<file path="src/rtl/bg_sar_ctrl.sv">
// bg_sar_ctrl: successive-approximation controller for the buffered bandgap.
// It drives a WIDTH-bit trial code to an external R-2R DAC and reads back an
// asynchronous comparator through a 2-flop synchroniser. Each bit gets
// SETTLE_CYCLES settle cycles and then one decide cycle. The finished code is
// published on result, together with a one-cycle valid strobe.
// Optional macro BG_SAR_AVG_EN: when defined, four back-to-back conversions
// are summed and the truncated mean is published on the fourth DONE.
module bg_sar_ctrl #(
  parameter int WIDTH         = 8,
  parameter int SETTLE_CYCLES = 4
) (
  input  logic             clk,
  input  logic             rst_n,
  input  logic             ena,
  input  logic             start,
  input  logic             cont,
  input  logic             comp_in,
  output logic [WIDTH-1:0] dac_code,
  output logic [WIDTH-1:0] result,
  output logic             valid,
  output logic             busy
);

  localparam int IW = (WIDTH > 1) ? $clog2(WIDTH) : 1;
  localparam logic [IW-1:0]    IDX_TOP   = IW'(WIDTH-1);
  localparam logic [3:0]       CNT_TOP   = 4'(SETTLE_CYCLES-1);
  localparam logic [WIDTH-1:0] MSB_TRIAL = {1'b1, {(WIDTH-1){1'b0}}};

  typedef enum logic [1:0] {S_IDLE, S_SETTLE, S_DECIDE, S_DONE} state_t;

  state_t           state, nxt;
  logic [IW-1:0]    idx;
  logic [3:0]       cnt;
  logic             comp_q1, comp_s;
  logic [WIDTH-1:0] decided;     // current code with this bit's decision applied
  logic [WIDTH-1:0] trial_next;  // decided code plus the next lower trial bit
  logic             restart;     // DONE goes straight back to SETTLE
  logic             last_conv;   // this conversion publishes a result
  logic             load_msb, reload, finish, clear_dac;

`ifdef BG_SAR_AVG_EN
  logic [1:0]       conv_cnt;
  logic [WIDTH+1:0] acc, acc_sum;

  // Intermediate conversions of an averaging group always chain; only the
  // fourth one publishes.
  always_comb begin
    restart   = cont || (conv_cnt != 2'd0);
    last_conv = (conv_cnt == 2'd3);
    acc_sum   = acc + {2'b00, decided};
  end
`else
  // A single conversion publishes; cont alone decides whether to chain.
  always_comb begin
    restart   = cont;
    last_conv = 1'b1;
  end
`endif

  // Two-flop synchroniser on the asynchronous comparator output.
  always_ff @(posedge clk or negedge rst_n) begin
    if (!rst_n) begin
      comp_q1 <= 1'b0;
      comp_s  <= 1'b0;
    end else begin
      comp_q1 <= comp_in;
      comp_s  <= comp_q1;
    end
  end

  // Trial-code arithmetic: apply the decision and set the next trial bit.
  always_comb begin
    decided = dac_code;
    if (!comp_s) decided[idx] = 1'b0;
    trial_next = decided;
    if (idx != '0) trial_next[idx - IW'(1)] = 1'b1;
  end

  // State register.
  always_ff @(posedge clk or negedge rst_n) begin
    if (!rst_n) state <= S_IDLE;
    else        state <= nxt;
  end

  // Next-state logic; ena low aborts from any state.
  always_comb begin
    nxt = state;
    if (!ena) begin
      nxt = S_IDLE;
    end else begin
      case (state)
        S_IDLE:   if (start) nxt = S_SETTLE;
        S_SETTLE: if (cnt == 4'd0) nxt = S_DECIDE;
        S_DECIDE: nxt = (idx == '0) ? S_DONE : S_SETTLE;
        S_DONE:   nxt = restart ? S_SETTLE : S_IDLE;
        default:  nxt = S_IDLE;
      endcase
    end
  end

  // Output decode: busy plus the datapath control strobes.
  always_comb begin
    busy      = (state != S_IDLE);
    clear_dac = !ena || (nxt == S_IDLE);
    load_msb  = (nxt == S_SETTLE) && ((state == S_IDLE) || (state == S_DONE));
    reload    = (state == S_DECIDE) && (idx != '0);
    finish    = (state == S_DECIDE) && (idx == '0);
  end

  // Datapath: trial code, bit index, settle counter and the published result.
  always_ff @(posedge clk or negedge rst_n) begin
    if (!rst_n) begin
      dac_code <= '0;
      result   <= '0;
      valid    <= 1'b0;
      idx      <= IDX_TOP;
      cnt      <= 4'd0;
`ifdef BG_SAR_AVG_EN
      acc      <= '0;
      conv_cnt <= 2'd0;
`endif
    end else begin
      valid <= 1'b0;
      if (clear_dac) begin
        dac_code <= '0;
        idx      <= IDX_TOP;
        cnt      <= 4'd0;
`ifdef BG_SAR_AVG_EN
        if (!ena) begin
          acc      <= '0;
          conv_cnt <= 2'd0;
        end
`endif
      end else if (load_msb) begin
        dac_code <= MSB_TRIAL;
        idx      <= IDX_TOP;
        cnt      <= CNT_TOP;
      end else if (reload) begin
        dac_code <= trial_next;
        idx      <= idx - IW'(1);
        cnt      <= CNT_TOP;
      end else if (finish) begin
        // Final decision lands in the register that is visible in DONE.
        dac_code <= decided;
`ifdef BG_SAR_AVG_EN
        conv_cnt <= conv_cnt + 2'd1;
        if (last_conv) begin
          result <= acc_sum[WIDTH+1:2];
          valid  <= 1'b1;
          acc    <= '0;
        end else begin
          acc    <= acc_sum;
        end
`else
        if (last_conv) begin
          result <= decided;
          valid  <= 1'b1;
        end
`endif
      end else if ((state == S_SETTLE) && (cnt != 4'd0)) begin
        cnt <= cnt - 4'd1;
      end
    end
  end

endmodule

</file>
<file path="config.mk">
export PLATFORM = sky130hd
export DESIGN_NAME = bg_sar_ctrl
export DESIGN_NICKNAME = d
export VERILOG_FILES = /design/src/rtl/bg_sar_ctrl.sv
export SDC_FILE = /design/constraint.sdc
export NUM_CORES = 1
export LEC_CHECK = 0
export CAP_MARGIN = 10
export CORE_MARGIN = 5
export CORE_UTILIZATION = 55
export DETAILED_ROUTE_END_ITERATION = 8
export PLACE_DENSITY = 0.83
export REMOVE_ABC_BUFFERS = 1
export SETUP_SLACK_MARGIN = 0.02
export SLEW_MARGIN = 10
export SYNTH_ARGS = -nofsm -noshare
export SYNTH_HDL_FRONTEND = slang
export SYNTH_SLANG_ARGS = --single-unit
</file>
<file path="constraint.sdc">
create_clock -name clk -period 5.3 [get_ports clk]
set_input_delay 1.325 -clock clk [delete_from_list [all_inputs] [get_ports clk]]
set_output_delay 1.325 -clock clk [all_outputs]
set_load 0.05 [all_outputs]
</file>
==> impl_results.md <==
- EDFF count, synth: 0
- Area of the core: 2810 µm²
- Most instantiated cells after synthesis: dfrtp_1, inv_1, nand2_1, a22oi_1
- Cell area after synthesis: 1640 µm²
- Effective utilization at floorplan: 58.6%
- Share of synthesized registers carrying an async set or reset: 100%
- Overall die width: approximately 65 µm
- CTS H-tree depth: 1
- Share of the synthesized area in the top cell type: 38.1%
- Pwr/cell area: 343 nW/µm²
- Transition time at the pin with the least slew margin: 0.549 ns
- Area enclosed by the die boundary: 4180 µm²
- Number of global-route vias before repair: 1,409
- FF-to-FF setup slack: 3.05 ns
- Switching part of the total power: 41.3%
- Fin util: 68.7%
- Post-CTS setup buffers: 0
- DR WL/cell: 18.0 µm
- Leakage power: 0.860 nW
- Number of primary I/O pins: 24
- Clock network power share: 16.0%
- DR DRC count: 0
- Area growth from synthesis to layout: 17.3%
- Category of the worst setup path capture point: output pin
- Share of the yosys chip area belonging to registers: 42.8%
- Die span in y: 64.7 µm
- Cells after DPL: 205
- Fin cells: 209
- Number of buffers created by CTS: 3
- Clock tree from TritonCTS: yes
- Number of storage elements in the synthesis netlist: 28
- Top cells by area, synth: dfrtp_1, ha_1, mux2_4, dfstp_2, a22oi_1
- Reg2Reg Launch Point: idx[0]$_DFFE_PN1P_
- Final number of hold-violating endpoints: 0
- Run status: finished clean
- Row Count: 19
- Slew Limit Headroom: a little under two thirds
- Worst ir drop on vdd: 0.209 mV
- Clock period minus final worst setup slack: 3.26 ns
- Combinational power share: 45.4%
- Min-Delay Path Class: flop to flop
- DRT antenna net count: 0
- Final worst path period share: 61.5%
- Deepest clock path buffer count: 2
- Port Buffers: 23
- Final-stage net count: 194
- Fraction of power consumed by sequential logic: 38.6%
- Crit path launch type: flop
- Clk root buf: clkbuf_4
- Total Negative Setup Slacks: 0 ns
- Final setup fails: 0
- Overall fraction of global-route tracks in use: 20.1%
- WL final: roughly 3800 µm
- Worst hold-check slack: approximately 0.37 ns
- Cell accounting for the most synthesized area: dfrtp_1
- Most frequently used cell type in the post-synthesis netlist: dfrtp_1
- Number of maximum-capacitance constraint violations: 0
- Remaining global-route overflow: 0
- Gpl congestion: 0.829
- Worst path arrival time: slightly below 2 ns
- Post-CTS sizing: 0
- Share of cells above drive strength 1: 11.2%
- Worst setup skew after layout: between 0.002 and 0.003 ns
- Count of clock tree sinks: 28
- Number of distinct library cells after synthesis: 44
- First-pass GRT wire length: 6610 µm
- Detailed-route vias per instance: approximately 6.2
- Number of iterations in the first detailed-routing pass: 4
- DR iter-0 viols: roughly 100
- Most frequently used flop master after synthesis: dfrtp_1
- Half-perimeter wire length of the detailed placement result: approximately 2700 µm
- Achievable Freq: 307 MHz
- Area of all placed cells without fillers: between 1500 and 2000 µm²
- Number of antenna diodes: 0
- Total placed instance area: approximately 1900 µm²
- Antenna violations before repair: 0
- Required time worst endpoint: roughly 4.0 ns
- Number of buffers inserted for hold repair after clock tree synthesis: 0
- Pins Over Slew Limit: 0
- Worst Reg2Reg Path Length in Cells: 6
- Mean area per synthesized cell: 10.6 µm²
- NetSw: 0.273 mW
- Syn Inst Count: 155
- Critical path class: flop to output pin
- Total via count in the routed design: 1,301
- Clock-pin slew on the worst setup and hold paths: ~0.15 ns
- Peak fanout along the critical path: 5
- Maximum number of pins on one net before global-route repair: 29
- Crit Reg-Reg Endpoint: idx[1]$_DFFE_PN1P_
- Capture point of the worst path: busy
- Total internal power: 0.388 mW
- Later-pin clock latency in the skew report: 0.33 ns
- Source of the critical timing path: state[0]$_DFF_PN0_
- RSZ-0062 raised after global routing: false
- Yosys warning total: 0
sequential cells by signal, indices dropped and copies added, names as in the netlist:
name,count
dac_code,8
result,8
cnt,4
idx,3
state,2
comp_q1,1
comp_s,1
valid,1
routing by layer:
layer / vias to the layer above / share of wire, % / global-route usage [%]
li1: 603 / - / -
met1: 637 / 42 / 24.6
met2: 48 / 50 / 34.1
met3: 13 / 4.8 / 3.45
met4: 0 / 3.2 / 10.6
met5: - / 0 / 0
area by class of cell:
type,instances,area (µm²)
clock buffers,4,36.3
fillers,227,877
inverters,13,48.8
multi-input cells,109,862
flip-flops and latches,28,704
well taps,31,38.8
repair buffers,24,238
cells by family (layout without fill, tap and decap cells):
family | Yosys count | after routing | synth area share [%]
buffers and inverters | 18 | 41 | 4.72
flip-flops | 28 | 28 | 42.8
AO/OA/AOI/OAI | 46 | 46 | 20.0
adder cells (fa/ha/maj) | 9 | 9 | 6.85
AND/OR/NAND/NOR | 38 | 38 | 14.5
multiplexers | 9 | 9 | 7.38
XOR/XNOR | 7 | 7 | 3.73
critical path, stage by stage, from the launching register on:
cell             delay, ns
dfrtp_1               0.45
inv_1                 0.10
ha_1                  0.20
inv_1                 0.05
clkdlybuf4s50_1       0.79
metrics by stage:
step / worst slack [ns] / power [mW]
finish: 2.04 / 0.661
global placement: 2.39 / 0.537
floorplan: 2.91 / 0.474
detailed placement: 2.26 / 0.557
global route: 1.97 / 0.705
CTS: 2.04 / 0.661
power by group through the flow:
stage	clock (mW)	sequential, mW	combinational [mW]
after floorplan	0	0.267	0.207
after global placement	0	0.257	0.280
after detailed placement	0	0.259	0.299
after CTS	0.106	0.255	0.300
after global routing	0.115	0.258	0.332
final	0.106	0.255	0.300
worst min path at each step:
stage                             endpoint  cells past startpoint              start
after CTS                 comp_s$_DFF_PN0_                      0  comp_q1$_DFF_PN0_
after global placement    comp_s$_DFF_PN0_                      0  comp_q1$_DFF_PN0_
after floorplan           comp_s$_DFF_PN0_                      0  comp_q1$_DFF_PN0_
after global routing      comp_s$_DFF_PN0_                      0  comp_q1$_DFF_PN0_
final                     comp_s$_DFF_PN0_                      0  comp_q1$_DFF_PN0_
after detailed placement  comp_s$_DFF_PN0_                      0  comp_q1$_DFF_PN0_
layout by cell type, fill, tap and decap left out, types with 3 or more instances in the layout:
cell,Yosys,layout
dfrtp_1,25,25
clkdlybuf4s50_1,0,23
inv_1,13,13
nand2_1,11,11
a22oi_1,10,10
o21ai_0,9,9
ha_1,9,9
a21oi_1,6,6
a21boi_0,6,6
mux2_4,6,6
xnor2_1,5,5
nand2b_1,4,4
a41o_1,4,4
a211oi_1,3,3
nor3b_1,3,3
clkbuf_4,0,3
dfstp_2,3,3
Note: power is estimated with default switching activity, not from simulation.
